## config.mk

```make
export PLATFORM = sky130hd
export DESIGN_NAME = relu_maxpool_stage
export DESIGN_NICKNAME = d
export VERILOG_FILES = /design/src/rtl/relu_maxpool_stage.sv
export SDC_FILE = /design/constraint.sdc
export NUM_CORES = 2
export LEC_CHECK = 0
export ABC_AREA = 1
export CELL_PAD_IN_SITES_DETAIL_PLACEMENT = 1
export CELL_PAD_IN_SITES_GLOBAL_PLACEMENT = 1
export CORE_MARGIN = 1.5
export CORE_UTILIZATION = 46
export CTS_CLUSTER_DIAMETER = 30
export DETAILED_ROUTE_END_ITERATION = 8
export PLACE_DENSITY = 0.78
export SYNTH_ARGS = -nofsm -noshare
export SYNTH_HDL_FRONTEND = slang
export SYNTH_SLANG_ARGS = --single-unit
export TNS_END_PERCENT = 50
```

## constraint.sdc

```tcl
create_clock -name clk_i -period 11.6 [get_ports clk_i]
set_input_delay 2.32 -clock clk_i [delete_from_list [all_inputs] [get_ports clk_i]]
set_output_delay 2.32 -clock clk_i [all_outputs]
set_load 0.02 [all_outputs]
```

## src/rtl/relu_maxpool_stage.sv

```systemverilog
// Streaming ReLU + 2x2/stride-2 max-pool + requantiser for conv-output pixels (CH lanes in parallel).
// Optional feature: define REQUANT_ROUND_EN for round-half-up requantisation instead of truncation.
module relu_maxpool_stage #(
    parameter int CH         = 6,
    parameter int ACC_W      = 32,
    parameter int OUT_W      = 8,
    parameter int MAX_CONV_W = 32
) (
    input  logic                  clk_i,
    input  logic                  rst_async_i,
    input  logic                  start_i,
    input  logic [5:0]            cfg_conv_w_i,
    input  logic [5:0]            cfg_conv_h_i,
    input  logic [4:0]            cfg_shift_i,
    input  logic                  in_valid_i,
    output logic                  in_ready_o,
    input  logic [CH*ACC_W-1:0]   in_data_i,
    output logic                  out_valid_o,
    input  logic                  out_ready_i,
    output logic [CH*OUT_W-1:0]   out_data_o,
    output logic                  busy_o,
    output logic                  done_o
);

    localparam int LB_D  = MAX_CONV_W / 2;
    localparam int LB_AW = $clog2(LB_D);
    localparam logic [ACC_W:0] SAT_MAX = (ACC_W+1)'((1 << (OUT_W-1)) - 1);

    typedef enum logic [1:0] {
        S_IDLE  = 2'd0,
        S_RUN   = 2'd1,
        S_FLUSH = 2'd2,
        S_DONE  = 2'd3
    } state_t;

    state_t                r_state;
    state_t                w_state_nxt;
    logic                  w_busy_nxt;
    logic                  w_done_nxt;
    logic                  r_busy;
    logic                  r_done;
    logic [5:0]            r_conv_w;
    logic [5:0]            r_conv_h;
    logic [4:0]            r_shift;
    logic [5:0]            r_col;
    logic [5:0]            r_row;
    logic [CH*ACC_W-1:0]   r_hold;
    logic [CH*ACC_W-1:0]   r_lbuf [LB_D];
    logic                  r_out_valid;
    logic [CH*OUT_W-1:0]   r_out_data;
    logic                  w_in_ready;
    logic                  w_accept;
    logic                  w_last_col;
    logic                  w_last_row;
    logic                  w_last_in;
    logic                  w_empty_frame;
    logic                  w_emit;
    logic [LB_AW-1:0]      w_lidx;
    logic [CH*ACC_W-1:0]   w_lbuf_rd;
    logic [CH*ACC_W-1:0]   w_hmax;
    logic [CH*OUT_W-1:0]   w_pool_q;

    function automatic logic [ACC_W-1:0] smax(input logic [ACC_W-1:0] a, input logic [ACC_W-1:0] b);
        return ($signed(a) > $signed(b)) ? a : b;
    endfunction

    // ReLU, right-shift and clamp to the positive OUT_W range; headroom bit absorbs the rounding add
    function automatic logic [OUT_W-1:0] requant(input logic [ACC_W-1:0] v, input logic [4:0] sh);
        logic [ACC_W:0] r;
        logic [ACC_W:0] q;
        r = v[ACC_W-1] ? {(ACC_W+1){1'b0}} : {1'b0, v};
`ifdef REQUANT_ROUND_EN
        if (sh != 5'd0) begin
            q = (r + ({{ACC_W{1'b0}}, 1'b1} << (sh - 5'd1))) >> sh;
        end else begin
            q = r;
        end
`else
        q = r >> sh;
`endif
        return (q > SAT_MAX) ? SAT_MAX[OUT_W-1:0] : q[OUT_W-1:0];
    endfunction

    assign w_in_ready    = (r_state == S_RUN) && (!r_out_valid || out_ready_i);
    assign w_accept      = w_in_ready && in_valid_i;
    assign w_last_col    = (r_col == (r_conv_w - 6'd1));
    assign w_last_row    = (r_row == (r_conv_h - 6'd1));
    assign w_last_in     = w_accept && w_last_col && w_last_row;
    assign w_empty_frame = (r_conv_w == 6'd0) || (r_conv_h == 6'd0);
    assign w_emit        = r_row[0] && r_col[0];
    assign w_lidx        = r_col[LB_AW:1];
    assign w_lbuf_rd     = r_lbuf[w_lidx];

    assign in_ready_o  = w_in_ready;
    assign out_valid_o = r_out_valid;
    assign out_data_o  = r_out_data;
    assign busy_o      = r_busy;
    assign done_o      = r_done;

    // State register plus registered status outputs decoded from the next state
    always_ff @(posedge clk_i or posedge rst_async_i) begin
        if (rst_async_i) begin
            r_state <= S_IDLE;
            r_busy  <= 1'b0;
            r_done  <= 1'b0;
        end else begin
            r_state <= w_state_nxt;
            r_busy  <= w_busy_nxt;
            r_done  <= w_done_nxt;
        end
    end

    // Next-state logic; an empty frame (zero width or height) needs no inputs
    always_comb begin
        w_state_nxt = r_state;
        case (r_state)
            S_IDLE:  w_state_nxt = start_i ? S_RUN : S_IDLE;
            S_RUN:   w_state_nxt = (w_empty_frame || w_last_in) ? S_FLUSH : S_RUN;
            S_FLUSH: w_state_nxt = r_out_valid ? S_FLUSH : S_DONE;
            S_DONE:  w_state_nxt = S_IDLE;
            default: w_state_nxt = S_IDLE;
        endcase
    end

    // Output decode of the upcoming state
    always_comb begin
        w_busy_nxt = 1'b0;
        w_done_nxt = 1'b0;
        case (w_state_nxt)
            S_RUN, S_FLUSH: w_busy_nxt = 1'b1;
            S_DONE:         w_done_nxt = 1'b1;
            default:        w_busy_nxt = 1'b0;
        endcase
    end

    // Per-lane horizontal max, vertical max against the line buffer, then requantise
    always_comb begin
        w_hmax   = '0;
        w_pool_q = '0;
        for (int c = 0; c < CH; c++) begin
            w_hmax[c*ACC_W +: ACC_W] = smax(r_hold[c*ACC_W +: ACC_W], in_data_i[c*ACC_W +: ACC_W]);
        end
        for (int c = 0; c < CH; c++) begin
            w_pool_q[c*OUT_W +: OUT_W] = requant(smax(w_lbuf_rd[c*ACC_W +: ACC_W], w_hmax[c*ACC_W +: ACC_W]), r_shift);
        end
    end

    // Config latch, scan counters, horizontal hold and output register
    always_ff @(posedge clk_i or posedge rst_async_i) begin
        if (rst_async_i) begin
            r_conv_w    <= 6'd0;
            r_conv_h    <= 6'd0;
            r_shift     <= 5'd0;
            r_col       <= 6'd0;
            r_row       <= 6'd0;
            r_hold      <= '0;
            r_out_valid <= 1'b0;
            r_out_data  <= '0;
        end else begin
            if ((r_state == S_IDLE) && start_i) begin
                r_conv_w <= cfg_conv_w_i;
                r_conv_h <= cfg_conv_h_i;
                r_shift  <= cfg_shift_i;
                r_col    <= 6'd0;
                r_row    <= 6'd0;
            end else if (w_accept) begin
                if (w_last_col) begin
                    r_col <= 6'd0;
                    r_row <= r_row + 6'd1;
                end else begin
                    r_col <= r_col + 6'd1;
                end
                if (!r_col[0]) begin
                    r_hold <= in_data_i;
                end
            end
            // Accept is only possible while the output reg is empty or draining this cycle
            if (w_accept && w_emit) begin
                r_out_valid <= 1'b1;
                r_out_data  <= w_pool_q;
            end else if (out_ready_i) begin
                r_out_valid <= 1'b0;
            end
        end
    end

    // Line buffer: even rows store horizontal maxima that the following odd row reads back
    always_ff @(posedge clk_i) begin
        if (w_accept && !r_row[0] && r_col[0]) begin
            r_lbuf[w_lidx] <= w_hmax;
        end
    end

endmodule

```

==> impl_metrics.py <==
metrics = {
    "outcome": {
        "status": "completed",
    },
    "grt": {
        "groute.usage.overall_pct": 33.93,
        "grt_max_degree": 219,
        "grt_first_pass_wirelength_um": 823100,
        "grt_pass1_vias": 122900,
        "number_of_antenna_violations_at_the_first_check_in_global_routing": 33,
        "grt_overflow_total": 0,
    },
    "synthesis": {
        "ys_dominant_reg_cell": "sky130_fd_sc_hd__edfxtp_1",
        "async_flop_share_pct": 8.189,
        "synth_warnings": 0,
        "yosys_register_bits": 3346,
        "seq_area_frac_synth_pct": 66.66,
        "synth_fp_nets": 13420,
        "synth.avg_cell_area_um2": 11.59,
        "mapped_cells": 12820,
        "synth.distinct_cells": 61,
        "synth-edff-count": 3072,
        "post_synth_instance_area_um2": 148700,
    },
    "place": {
        "io_buffers": 265,
        "dp_hpwl_um": 308200,
        "place_inst": 16740,
        "dp_slack_ns": 0.4900,
        "finalWeightedCongestion": 0.9221,
    },
    "worst_setup_path": {
        "critical_path_startpoint": "in_data_i[159]",
        "crit_path_end_kind": "flip-flop",
        "worst_path_max_delay_cell": "sky130_fd_sc_hd__nand3_4",
        "r2r_start": "r_col[1]$_DFFE_PP0P_",
        "crit_path_largest_cell_delay_ns": 0.87,
        "critical_path_required_ns": 12.55,
        "start_kind": "input port",
        "timing.setup.critical_path_class": "in2reg",
        "crit_fanout": 64,
        "worst_ep_arrival_time_ns": 11.63,
        "crit_path_frequent_cell": "sky130_fd_sc_hd__nand2_1",
    },
    "detailed_routing": {
        "route.detailed.wl_per_inst_um": 31.67,
        "route.final.wire_length_um": 566400,
        "via_count_of_the_routed_design": 117100,
        "drt_pass1_iterations": 7,
        "drt_drc_violations_left": 0,
        "antenna_left": 0,
        "dr_vias_cell": 6.549,
        "drt_iter0_drc": 14610,
    },
    "final_layout": {
        "final_layout_size_suffix_gt1_share_pct": 10.24,
        "final_core_util_pct": 54.96,
        "area_delta_synth_final_pct": 18.81,
        "fin_nets": 13640,
        "instances_no_fill": 17890,
        "filler_cells_inserted": 32340,
    },
    "timing": {
        "finalMaxSlewViolations": 0,
        "timing.setup.tns_ns": 0,
        "hold_ws_ns": 0.4873,
        "setup_viol": 0,
        "max_freq_ghz": 0.09365,
        "finalCritPeriodShare_pct": 92.05,
        "layout_min_cycle_time_ns": 10.68,
        "rsz0062_at_grt": "no",
        "finalClockSkew_ns": 0.06864,
        "worst_pin_slew_ns": 1.428,
        "timing_hold_violations_final": 0,
        "worst_slew_slack_as_a_fraction_of_its_limit_pct": 3.812,
        "post-route-worst-setup-slack_ns": 0.9221,
    },
    "clock_tree": {
        "cts.hold.buffers_added": 0,
        "htree_num_levels": 6,
        "clk_path_buf_depth": 4,
        "tritoncts_clock_tree": "yes",
        "clock_sink_count": 3346,
        "clockRootBuffer": "sky130_fd_sc_hd__clkbuf_16",
        "postCtsResizedCells": 0,
        "clk-insertion-delay-late_ns": 1.08,
        "cts_setup_buffers": 0,
        "clock_transition_time_at_the_flip_flop_clock_pins_of_the_worst_setup_and_hold_paths_ns": 0.05,
        "tritoncts.num_buffers": 608,
    },
    "power": {
        "cellLeakagePower_nw": 63.85,
        "power.ir.vdd_worst_uv": 352.6,
        "power.density_cell_area_nw_per_um2": 371.3,
    },
    "job": {
        "timing.max_cap.violations": 0,
    },
    "floorplanning": {
        "chipHeight_um": 571.5,
        "die_area_um2": 326600,
        "core_area_um2": 321400,
        "chipWidth_um": 571.5,
        "floorplan.rows": 208,
        "top_level_ports": 266,
        "initial_utilization_pct": 46.26,
    },
    "worst_hold_path": {
        "min_from": "out_data_o[7]$_DFFE_PP0P_",
        "hold_path.class": "reg2reg",
    },
}
## power by group
group          total, mW  switching [mW]  internal, mW
clock               18.4            6.61          11.8
combinational       29.3            21.7          7.56
sequential          17.8           0.782          17.1
total               65.6            29.1          36.4
## worst paths after layout
check                                              to  slack [ns]  cells after the start
min in group asynchronous  out_data_o[23]$_DFFE_PP0P_        1.71                      2
min reg2reg                 out_data_o[7]$_DFFE_PP0P_        0.49                      2
max in group asynchronous     r_hold[181]$_DFFE_PP0P_        7.35                      4
max                        out_data_o[38]$_DFFE_PP0P_        0.92                     39
min                         out_data_o[7]$_DFFE_PP0P_        0.49                      2
max reg2reg                out_data_o[38]$_DFFE_PP0P_        2.25                     31
## critical path, delay by kind of cell
| kind | cells | cell delay (ns) |
|---|---|---|
| fa+ha+maj | 2 | 0.74 |
| simple gates | 30 | 7.21 |
| buf+inv | 6 | 1.13 |
| compound gates | 1 | 0.19 |
## cell families after synthesis
logic type | Yosys count | share of synthesized area (%)
XOR/XNOR | 16 | 0.09426
AO/OA/AOI/OAI | 2469 | 10.44
buffers and inverters | 1533 | 4.155
AND/OR/NAND/NOR | 5075 | 15.43
flip-flops | 3346 | 66.66
adder cells (fa/ha/maj) | 383 | 3.223
## sequential cells by signal (all words and copies together) (netlist names), 2 cells and up
signal / count
r_conv_h: 6
r_hold: 192
r_state: 2
r_lbuf: 3072
r_conv_w: 6
out_data_o: 48
r_shift: 5
r_col: 6
r_row: 6
## metal layers
layer	track usage (%)	up-vias	wire (µm)
li1	-	48580	-
met1	41.63	59290	206200
met2	55.43	7431	269500
met3	7.340	1796	56390
met4	19.63	26	34100
met5	0	-	168
## cells in the final DEF, fill, tap and decap left out, types with 84 or more instances in the layout
cell / n
sky130_fd_sc_hd__a21oi_1: 516
sky130_fd_sc_hd__a221oi_1: 87
sky130_fd_sc_hd__a22oi_1: 330
sky130_fd_sc_hd__buf_4: 177
sky130_fd_sc_hd__clkbuf_16: 621
sky130_fd_sc_hd__clkdlybuf4s50_1: 265
sky130_fd_sc_hd__clkinv_2: 84
sky130_fd_sc_hd__dfrtp_1: 267
sky130_fd_sc_hd__edfxtp_1: 3072
sky130_fd_sc_hd__ha_1: 383
sky130_fd_sc_hd__inv_1: 645
sky130_fd_sc_hd__nand2_1: 1750
sky130_fd_sc_hd__nand3_1: 973
sky130_fd_sc_hd__nand4_1: 189
sky130_fd_sc_hd__nor2_1: 780
sky130_fd_sc_hd__nor3_1: 1191
sky130_fd_sc_hd__o21ai_0: 502
sky130_fd_sc_hd__o221ai_1: 207
sky130_fd_sc_hd__o22ai_1: 572
sky130_fd_sc_hd__o31ai_1: 91
## through the flow
stage / total power [mW] / area (µm²)
6_report: 65.59 / 176600
5_1_grt: 68.55 / 176600
4_1_cts: 64.80 / 176600
3_5_place_dp: 45.79 / 155500
3_3_place_gp: 44.31 / 155500
2_1_floorplan: 36.72 / 148700
## layout make-up
type | instances | area (µm²) | share of cell area [%]
repair buffers | 482 | 4782 | 2.707
clock inverters | 409 | 5012 | 2.838
clock buffers | 719 | 16120 | 9.125
inverters | 665 | 2590 | 1.466
flip-flops and latches | 3346 | 99130 | 56.12
well taps | 4305 | 5386 | 3.049
multi-input cells | 7943 | 43580 | 24.67
diodes | 16 | 40.04 | 0.02267
## cell usage after synthesis (all sizes together) (2+ instances only)
master   count  area (µm²)
nor3b        5       42.54
o221a        3       33.78
xor2         9       78.83
o22ai      572        3578
a221oi      87       762.0
or2         43       269.0
nand4      191        1207
o21ai      556        2786
clkinv       2       7.510
o211ai      31       232.7
a211oi      25       187.7
nand3      996        5152
o221ai     207        1813
inv        663        2496
a21o         3       22.52
nor3      1192        5966
nor4        21       156.4
ha         383        4792
xnor2        7       61.31
o31ai       91       683.2
o21bai      13       97.59
edfxtp    3072       92250
o311ai       2       17.52
o21a        14       105.1
clkbuf     504        1893
nand3b       8       60.06
nor2       812        3102
buf        364        1780
a21oi      517        2591
a2111oi      3       26.28
dfrtp      274        6857
and2         2       12.51
nor4b        2       17.52
or4         25       187.7
a22oi      330        2477
o2111ai      2       17.52
a31oi       11       68.82
nand2     1777        6755
Note: power is estimated with default switching activity, not from simulation.
